File: config.mk
export PLATFORM = sky130hd
export DESIGN_NAME = gray_seq_ctrl
export DESIGN_NICKNAME = d
export VERILOG_FILES = /design/src/rtl/gray_seq_ctrl.sv
export SDC_FILE = /design/constraint.sdc
export NUM_CORES = 1
export LEC_CHECK = 0
export ABC_AREA = 1
export BUFFER_PORTS_ARGS = -buffer_cell sky130_fd_sc_hd__buf_2
export CAP_MARGIN = 20
export CORE_MARGIN = 2
export CORE_UTILIZATION = 56
export DETAILED_ROUTE_END_ITERATION = 8
export GPL_ROUTABILITY_DRIVEN = 0
export HOLD_SLACK_MARGIN = 0.1
export PLACE_DENSITY = 0.81
export SLEW_MARGIN = 10
export SYNTH_ARGS = -nofsm -noshare
export SYNTH_HDL_FRONTEND = slang
export SYNTH_SLANG_ARGS = --single-unit
File: constraint.sdc
create_clock -name clk -period 2.2 [get_ports clk]
set_input_delay 0.44 -clock clk [delete_from_list [all_inputs] [get_ports clk]]
set_output_delay 0.44 -clock clk [all_outputs]
set_load 0.1 [all_outputs]
File: src/rtl/gray_seq_ctrl.sv
// gray_seq_ctrl: run-control sequencer owning a binary count and its registered Gray image.
// Revision 1.0 - initial release.
`default_nettype none

module gray_seq_ctrl #(
  parameter int CBITS = 9,
  parameter int WRAPW = 4
) (
  input  logic             clk,
  input  logic             rst,
  input  logic             cfg_valid,
  output logic             cfg_ready,
  input  logic [CBITS-1:0] cfg_limit,
  input  logic             cfg_wrap,
  input  logic             start,
  input  logic             pause,
  input  logic             abort,
  output logic [CBITS-1:0] gray_c,
  output logic             running,
  output logic             wrap,
  output logic             done,
  output logic [WRAPW-1:0] wrap_cnt
);

  typedef enum logic [1:0] {
    S_IDLE  = 2'd0,
    S_RUN   = 2'd1,
    S_PAUSE = 2'd2,
    S_DONE  = 2'd3
  } state_e;

  state_e           state_q, state_d;
  logic [CBITS-1:0] cnt_q, cnt_d;
  logic [CBITS-1:0] gray_q, gray_d;
  logic [CBITS-1:0] limit_q, limit_d;
  logic             wmode_q, wmode_d;
  logic [WRAPW-1:0] wcnt_q, wcnt_d;
  logic             wrap_q, wrap_d;
  logic             cfg_ready_w;

  assign cfg_ready_w = (state_q == S_IDLE) || (state_q == S_DONE);

  always_comb begin
    state_d = state_q;
    cnt_d   = cnt_q;
    limit_d = limit_q;
    wmode_d = wmode_q;
    wcnt_d  = wcnt_q;
    wrap_d  = 1'b0;

    // Config lands on the same edge as a start, so the launched run compares against it next cycle.
    if (cfg_valid && cfg_ready_w) begin
      limit_d = cfg_limit;
      wmode_d = cfg_wrap;
    end

    if (abort) begin
      state_d = S_IDLE;
      cnt_d   = '0;
      wcnt_d  = '0;
    end else begin
      case (state_q)
        S_IDLE: begin
          cnt_d = '0;
          if (start) begin
            state_d = S_RUN;
            wcnt_d  = '0;
          end
        end
        S_RUN: begin
          if (pause) begin
            state_d = S_PAUSE;
          end else if (cnt_q != limit_q) begin
            cnt_d = cnt_q + 1'b1;
          end else if (wmode_q) begin
            cnt_d  = '0;
            wrap_d = 1'b1;
            if (wcnt_q != {WRAPW{1'b1}}) wcnt_d = wcnt_q + 1'b1;
          end else begin
            state_d = S_DONE;
          end
        end
        S_PAUSE: begin
          if (start) state_d = S_RUN;
        end
        S_DONE: begin
          if (start) begin
            state_d = S_RUN;
            cnt_d   = '0;
            wcnt_d  = '0;
          end
        end
        default: state_d = S_IDLE;
      endcase
    end

    gray_d = cnt_d ^ (cnt_d >> 1);
  end

  always_ff @(posedge clk) begin
    if (rst) begin
      state_q <= S_IDLE;
      cnt_q   <= '0;
      gray_q  <= '0;
      limit_q <= '1;
      wmode_q <= 1'b1;
      wcnt_q  <= '0;
      wrap_q  <= 1'b0;
    end else begin
      state_q <= state_d;
      cnt_q   <= cnt_d;
      gray_q  <= gray_d;
      limit_q <= limit_d;
      wmode_q <= wmode_d;
      wcnt_q  <= wcnt_d;
      wrap_q  <= wrap_d;
    end
  end

  assign cfg_ready = cfg_ready_w;
  assign gray_c    = gray_q;
  assign running   = (state_q == S_RUN);
  assign done      = (state_q == S_DONE);
  assign wrap      = wrap_q;
  assign wrap_cnt  = wcnt_q;

endmodule

`default_nettype wire

==> flow_summary.yaml <==
clock_network:
  cts_root_buffer: "clkbuf_4"
  cts_resized: 0
  clockBufferDepth: 2
  cts_num_sinks: 34
  tritoncts: "yes"
  path_clk_slew_ns: 0.10
  cts_hold_buf: 0
  clk-insertion-delay-late_ns: 0.35
  cts.htree.levels: 2
  cts_setup_buffers: 0
  cts_made_buffers: 5
yosys:
  synth_top_family_by_area: "simple AND/OR/NAND/NOR gates"
  yosysSeqAreaShare_pct: 34.6
  netlist_area_um2: 1970
  ys_seq_elements: 34
  synthCells: 294
  synth_nets: 315
  yosys.area.top_type_share_pct: 34.6
  synth_fa_ha_area_share_pct: 3.18
  synth-compound-area-share_pct: 7.19
  yosys.area_share.simple_pct: 39.4
  yosys.area.top_type: "dfxtp_1"
  syn-mean-instance-area_um2: 6.69
  ys_warn_count: 0
  synthTopCellsByArea: "dfxtp_1 35%, nand2_1 17%, nor2_1 8.8%"
  synthDistinctLibCells: 24
  synth_xor_area_share_pct: 7.51
  synthMuxAreaShare_pct: 0
sta:
  fin_skew_ns: 0.00724
  timing.setup.tns_ns: 0
  slew_violations: 0
  hold_viol_final: 0
  min_period_ns: 2.07
  fin_crit_sh_pct: 94.3
  hold_ws_ns: 0.280
  maxSlewHeadroom_pct: 66.9
  setup_viol: 0
  worstMarginPinSlew_ns: 0.493
  fmax_mhz: 482
  grt_setup_unrepaired: "no"
power:
  irDropWorstVdd_v: 0.000460
  p_leak_uw: 0.00109
  power_density_nw_per_um2: 594
  finalPower_uw: 1290
routing:
  wl_mm: 4.21
  ant_nets: 0
  drc: 0
  dr.pass1.iters: 4
  drtIter0Drc: 103
  via_count: 1863
  wl_per_cell_um: 11.4
  viasPerCell: 5.04
global_route:
  grt_pass1_vias: 1716
  track_usage_pct: 23.5
  grt_overflow_total: 0
  grt_pass1_wl_mm: 7.44
  met1_usage_pct: 28.6
  busiest_layer: "met2"
  antenna_found_initial: 0
  grtUsageMet2_pct: 39.5
  grtUsageMet3_pct: 6.79
  grt_start_max_net_pins: 19
placement:
  dp_hpwl_mm: 3.15
  postPlaceCellArea_um2: 2110
  io_buffers: 32
layout:
  diodes: 0
  area_delta_synth_final_pct: 10.4
  fin_area_um2: 2170
  nNetsFinal: 344
  nFillCells: 337
  utilization_pct: 64.5
  drive_gt1_share_pct: 17.0
floorplan:
  die_h_um: 63.2
  dieArea_um2: 4000
  pin_count: 33
  fp.dieW_um: 63.2
  rows: 21
  initial_core_util_pct: 58.4
  coreArea_um2: 3360
worst_setup_path:
  crit_type: "flip-flop to output port"
  cp_cell_sequence: "inv_1, ha_2, buf_2"
  crit_path_start_kind: "flip-flop"
  reg2reg_slack_ns: 0.40
  cp-end-kind: "output port"
  cp.arrival_ns: 1.63
  worstPathMaxFanout: 7
  slowest_stage: "buf_2"
  critPathRequiredTime_ns: 1.76
  slowest_delay_ns: 0.45
hold_path:
  hold_path.class: "input port to flip-flop"
status:
  status: "finished, final reports clean"
job:
  maxCapViolations: 0
through the flow:
step           worst slack [ns]  cells
2_1_floorplan            0.0651    294
3_3_place_gp              0.476    362
3_5_place_dp              0.426    362
4_1_cts                   0.118    370
5_1_grt                  0.0660    370
6_report                  0.126    370
placed cells by master (no fill, tap or decap):
cell type and count:
nand2_1 90, nor2_1 46, dfxtp_1 34, buf_2 32, nand3_1 31, a21oi_1 19, inv_1 18, xor2_1 8
nand2_2 8, xnor2_1 7, clkbuf_4 5, ha_1 4, o21ai_0 3, o211ai_1 3, nor3_1 3, nor2_4 2
clkinv_1 2, nand3_2 1, xnor2_2 1, nand2_4 1, o21ai_2 1, ha_2 1, clkbuf_1 1, clkbuf_8 1
clkinv_2 1, buf_4 1
cell families (layout without fill, tap and decap cells):
| logic type | after synthesis | after routing |
|---|---|---|
| flip-flops | 34 | 34 |
| AO/OA/AOI/OAI | 26 | 26 |
| buffers and inverters | 31 | 61 |
| XOR/XNOR | 16 | 16 |
| adder cells (fa/ha/maj) | 5 | 5 |
| AND/OR/NAND/NOR | 182 | 182 |
worst paths after layout:
kind                     start          end  depth (start not counted)
setup / recovery    state_q[0]    cfg_ready                          3
hold / removal    cfg_limit[5]   limit_q[5]                          3
setup reg to reg      cnt_q[4]  wrap_cnt[0]                          8
hold reg to reg     limit_q[1]   limit_q[1]                          2
final cells by class:
type / count / area [um2] / share of cell area (%)
Multi-Input combinational cell: 229 / 1130 / 52.0
Sequential cell: 34 / 681 / 31.4
Timing Repair Buffer: 33 / 168 / 7.73
Inverter: 20 / 75.1 / 3.46
Tap cell: 46 / 57.6 / 2.65
Clock buffer: 7 / 55.1 / 2.54
Clock inverter: 1 / 5.00 / 0.231
worst max-delay path: cells and delay by family (launching register included):
family / cells / cell delay [ns]
flip-flops: 1 / 0.37
adder cells (fa/ha/maj): 1 / 0.39
buffers and inverters: 2 / 0.52
synth_stat cells:
master	count
nor2_4	2
buf_1	1
buf_2	1
nand3_1	31
nand2_1	90
clkbuf_1	3
nand2_4	1
o21ai_0	3
xor2_1	8
o21ai_2	1
ha_1	5
nand3_2	1
dfxtp_1	34
xnor2_1	7
buf_4	1
nand2_2	8
a21oi_1	19
xnor2_2	1
buf_6	5
nor3_1	3
clkinv_1	2
nor2_1	46
inv_1	18
o211ai_1	3
power breakdown:
part           internal (uW)  switching [uW]  total (uW)  leakage, uW
logic                   71.5             188         260     0.000781
clock network            155             208         362    0.0000353
registers                644            23.0         667     0.000278
total                    870             419        1290      0.00109
routing by layer:
| metal | routed length (um) | vias up |
|---|---|---|
| met4 | 77 | 0 |
| met3 | 220 | 9 |
| li1 | - | 987 |
| met2 | 1970 | 43 |
| met1 | 1940 | 824 |
| met5 | 0 | - |
state kept, by name, summed over array words and instances, names as in the netlist:
| signal | count |
|---|---|
| wmode_q | 1 |
| wrap_cnt | 4 |
| cnt_q | 8 |
| wrap | 1 |
| state_q | 2 |
| gray_c | 9 |
| limit_q | 9 |
Power figures use the tool's default switching activity.
